File: config.mk
export PLATFORM = sky130hd
export DESIGN_NAME = dist_ram_path
export DESIGN_NICKNAME = d
export VERILOG_FILES = /design/src/rtl/dist_ram_path_pkg.sv /design/src/rtl/dist_ram_path_hamming_filter.sv /design/src/rtl/dist_ram_path.sv
export SDC_FILE = /design/constraint.sdc
export NUM_CORES = 2
export LEC_CHECK = 0
export BUFFER_PORTS_ARGS = -buffer_cell sky130_fd_sc_hd__buf_2
export CAP_MARGIN = 15
export CORE_MARGIN = 3
export CORE_UTILIZATION = 55
export CTS_CLUSTER_DIAMETER = 50
export DETAILED_ROUTE_END_ITERATION = 8
export PLACE_DENSITY = 0.78
export SYNTH_ARGS = -nofsm -noshare
export SYNTH_HDL_FRONTEND = slang
export SYNTH_SLANG_ARGS = --single-unit
File: constraint.sdc
create_clock -name clk -period 7.6 [get_ports clk]
set_input_delay 1.52 -clock clk [delete_from_list [all_inputs] [get_ports clk]]
set_output_delay 1.52 -clock clk [all_outputs]
set_load 0.1 [all_outputs]
File: src/rtl/dist_ram_path_pkg.sv
// Shared defaults and helpers for the pattern-distance / RAM path.
package dist_ram_path_pkg;

    localparam int WIDTH_DEF  = 8;
    localparam int DEPTH_DEF  = 256;
    localparam int THRESH_DEF = 4;

    // Callers zero-extend their operand, so this serves any width up to 32.
    function automatic logic [31:0] popcount(input logic [31:0] v);
        logic [31:0] n;
        n = '0;
        for (int i = 0; i < 32; i++) begin
            n = n + {31'b0, v[i]};
        end
        return n;
    endfunction

endpackage

File: src/rtl/dist_ram_path_hamming_filter.sv
// Hamming distance between consecutive patterns, and a filter that keeps the
// most recent pattern whose distance is within THRESH.
module hamming_filter
    import dist_ram_path_pkg::*;
#(
    parameter int WIDTH  = WIDTH_DEF,
    parameter int THRESH = THRESH_DEF
) (
    input  logic             clk,
    input  logic             reset,
    input  logic [WIDTH-1:0] b,
    input  logic [WIDTH-1:0] c,
    output logic [WIDTH-1:0] num,
    output logic [WIDTH-1:0] red_out
);

    logic [31:0]      dist_p0;
    logic [WIDTH-1:0] num_p1;
    logic [WIDTH-1:0] red_p1;

    assign dist_p0 = popcount(32'(b ^ c));

    // stage p0 -> p1: distance register and accept filter
    always_ff @(posedge clk) begin
        if (reset) begin
            num_p1 <= '0;
            red_p1 <= '0;
        end else begin
            num_p1 <= dist_p0[WIDTH-1:0];
            if (dist_p0 <= 32'(THRESH)) begin
                red_p1 <= b;
            end
        end
    end

    assign num     = num_p1;
    assign red_out = red_p1;

endmodule

File: src/rtl/dist_ram_path.sv
// Pattern delay line feeding a Hamming filter; accepted patterns can be stored
// into a read-first single-port RAM.
module dist_ram_path
    import dist_ram_path_pkg::*;
#(
    parameter int WIDTH  = WIDTH_DEF,
    parameter int DEPTH  = DEPTH_DEF,
    parameter int THRESH = THRESH_DEF
) (
    input  logic             clk,
    input  logic             reset,
    input  logic [WIDTH-1:0] a,
    input  logic [7:0]       addr,
    input  logic             wr,
    output logic [WIDTH-1:0] b,
    output logic [WIDTH-1:0] c,
    output logic [WIDTH-1:0] num,
    output logic [WIDTH-1:0] red_out,
    output logic [WIDTH-1:0] out
);

    localparam int AW = $clog2(DEPTH);

    logic [WIDTH-1:0] b_p0;
    logic [WIDTH-1:0] c_p1;
    logic [WIDTH-1:0] rd_p0;
    logic [WIDTH-1:0] mem [DEPTH];

    // stage p0/p1: two-deep pattern delay line
    always_ff @(posedge clk) begin
        if (reset) begin
            b_p0 <= '0;
            c_p1 <= '0;
        end else begin
            b_p0 <= a;
            c_p1 <= b_p0;
        end
    end

    assign b = b_p0;
    assign c = c_p1;

    hamming_filter #(
        .WIDTH  (WIDTH),
        .THRESH (THRESH)
    ) u_filter (
        .clk     (clk),
        .reset   (reset),
        .b       (b_p0),
        .c       (c_p1),
        .num     (num),
        .red_out (red_out)
    );

    // Array is never reset so it maps onto block memory; contents survive reset.
    always_ff @(posedge clk) begin
        if (!reset && wr) begin
            mem[addr[AW-1:0]] <= red_out;
        end
    end

    // stage p0: registered read, old data on same-address write
    always_ff @(posedge clk) begin
        if (reset) begin
            rd_p0 <= '0;
        end else begin
            rd_p0 <= mem[addr[AW-1:0]];
        end
    end

    assign out = rd_p0;

endmodule

==> results.toml <==
[die]
core_area_um2 = 146000
start_util_pct = 55.5
horizontal_die_dimension_um = 390
floorplan.die.height_um = 390
floorplan.rows = 140
floorplan.die_area_um2 = 152000
i_o_pins = 59

[place]
place.gp.congestion = 0.926
postPlaceCellArea_um2 = 83500
portBuffers = 54
dpl.hpwl_mm = 118

[clock_tree]
cts-root-to-sink-buffers = 3
post-cts-setup-buffer-count = 0
cts_root_buffer = "clkbuf_16"
clock_sinks = 2084
cts.hold.buffers_added = 0
post_cts_resize_count = 0
tritoncts_clock_tree = "built"
cts_htree_levels = 4
clock_latency_ns = 0.85
cts_buffers = 201
clk_pin_slew_ns = 0.06

[critical_path]
cp-start-kind = "input pin"
data_required_time_at_the_worst_endpoint_ns = 8.38
worstPathMaxFanout = 33
setup.reg_to_reg.worst_slack_ns = 3.60
worst_setup_path_end_kind = "flip-flop"
setup.worst_path.class = "in2reg"
cell_depth_of_the_worst_flop_to_flop_path = 15
worst-endpoint-arrival_ns = 5.51

[detailed_routing]
met1Wirelength_mm = 72.7
met2RoutedLength_mm = 90.9
vias = 41600
first_iter_violations = 6097
totalWireLength_mm = 197
ant_nets = 0
dr_wl_met3_mm = 24.6
ratio_of_routed_vias_to_standard_cells = 6.68
highest_layer = "met5"
drc = 0
detail_route.wl_per_cell_um = 31.7
first_pass_iters = 9

[synth]
yosys.cell_types.count = 62
post_synth_instance_area_um2 = 81200
synth_top_family_by_area = "multiplexers"
async_flop_share_pct = 0
ys_seq_area_share_pct = 76.6
synth_top_flop_cell = "edfxtp_1"
yosysWarningCount = 0
share_of_the_synthesized_area_in_compound_gates_ao_oa_aoi_oai_pct = 3.06
synthXorXnorAreaFrac_pct = 0.0970
synthCells = 4015
fraction_of_the_mapped_netlist_area_in_simple_logic_gates_pct = 3.21
synth.mux.area_fraction_pct = 15.2
avgSynthCellArea_um2 = 20.2
yosys_register_bits = 2084
edff_count_synth = 2048
yosys.area_share.adder_pct = 0.145

[hold_path]
worstHoldPathCells = 1
hp-class = "reg2reg"

[layout]
fill_cells = 9518
core_utilization_of_the_finished_layout_pct = 61.6
fin_nets = 4166
post_route_cells_drive_above_1_share_pct = 21.3
area_delta_synth_final_pct = 10.9
mostFrequentLayoutCell = "edfxtp_1"
layout_common_cells = "2,048 x edfxtp_1, 403 x mux4_2, 264 x mux2i_1, 262 x nor2_1, 202 x clkbuf_16"
finalInstanceArea_um2 = 90100

[global_routing]
gr-usage-all-layers_pct = 26.2
grt_max_degree = 214
grt_pass1_wl_mm = 289
grt_antenna_before_repair = 10
vias_in_the_first_global_route = 41200
globalRoute.totalOverflow = 0

[pwr]
p_total_mw = 24.1
vdd_drop_max_v = 0.000225
power.density_nw_per_um2 = 268
power.static_leakage_nw = 29.0

[sta]
final.min_clock_period_ns = 4.73
timing.final.hold_violations = 0
final.period_utilization_pct = 62.2
final.setup.tns_ns = 0
max_freq_mhz = 211
worst_hold_slack_ns = 0.524
clock-skew-final_ns = 0.0522
timing_worst_slew_pin_value_ns = 1.22
rsz0062_at_grt = "false"
timing.max_slew.rel_slack_pct = 18.7
finalSetupViolCount = 0
report.final.slew_viol_count = 0

[job]
timing.max_cap.violations = 0

[outcome]
status = "finished clean"
flip-flops by register name (all words and copies together), names as in the netlist:
signal and cells:
c 8, out 8, b 8, u_filter.red_out 8, mem 2048, u_filter.num 4
power by group:
group / switching, mW / total [mW] / internal [mW]
clock: 4.29 / 9.66 / 5.37
sequential: 0.0780 / 13.0 / 12.9
combinational: 1.11 / 1.52 / 0.411
total: 5.47 / 24.1 / 18.7
cells by family (layout without fill, tap and decap cells):
family | after synthesis | after routing
flops | 2084 | 2084
mux | 717 | 717
simple gates | 565 | 565
compound gates | 372 | 372
buf+inv | 260 | 546
xor+xnor | 9 | 9
fa+ha+maj | 7 | 7
other cells | 1 | 8
worst paths after layout:
kind	from	to
worst max-delay path	addr[2]	out[5]
worst min-delay path	b[0]	c[0]
worst max register to register	b[1]	u_filter.red_out[4]
worst min register to register	b[0]	c[0]
worst max-delay path: stages:
cell and delay (ns):
buf_4 0.31, buf_4 0.42, nand2b_1 0.68, nor2_1 0.99, a22oi_1 0.35, o21ai_1 0.18
a21oi_1 0.06, o21ai_0 0.65, and4b_1 0.31
per-layer routing:
metal / track usage, % / up-vias
li1: - / 16800
met1: 37.4 / 21400
met2: 39.0 / 2889
met3: 6.84 / 498
met4: 10.8 / 6
met5: 0 / -
per-stage QoR:
step | worst slack [ns] | instances
final | 2.87 | 6225
after global routing | 2.57 | 6222
after CTS | 2.86 | 6207
after detailed placement | 1.99 | 5840
after global placement | 2.03 | 5837
after floorplan | 2.04 | 4018
final cells by class:
type,count,area (um^2),share of cell area [%]
Antenna cell,4,10.0,0.0111
Clock buffer,249,5230,5.81
Clock inverter,118,1190,1.32
Inverter,10,37.5,0.0417
Multi-Input combinational cell,1674,17700,19.6
Sequential cell,2084,62200,69.1
Tap cell,1917,2400,2.66
Timing Repair Buffer,169,1270,1.41
synthesized netlist by cell type (9+ instances only):
| library cell | number | area [um^2] |
|---|---|---|
| a211oi_1 | 20 | 150 |
| a21oi_1 | 71 | 355 |
| a22oi_1 | 89 | 668 |
| a31oi_1 | 13 | 81.3 |
| and3_1 | 9 | 56.3 |
| buf_1 | 23 | 86.3 |
| buf_2 | 96 | 480 |
| buf_4 | 34 | 255 |
| buf_6 | 15 | 169 |
| clkbuf_1 | 80 | 300 |
| dfxtp_1 | 36 | 721 |
| edfxtp_1 | 2048 | 61500 |
| inv_1 | 9 | 33.8 |
| mux2_2 | 45 | 507 |
| mux2i_1 | 264 | 2640 |
| mux4_2 | 403 | 9080 |
| nand2_1 | 89 | 334 |
| nand2b_1 | 9 | 56.3 |
| nand3_1 | 32 | 160 |
| nand4_1 | 17 | 106 |
| nor2_1 | 264 | 991 |
| nor2b_1 | 40 | 250 |
| nor3_1 | 62 | 310 |
| nor4_1 | 9 | 56.3 |
| o2111ai_1 | 9 | 78.8 |
| o211ai_1 | 25 | 188 |
| o21ai_0 | 42 | 210 |
| o21ai_1 | 14 | 70.1 |
| o22ai_1 | 42 | 263 |
| o2bb2ai_1 | 14 | 123 |
(Power assumes the default switching activity.)
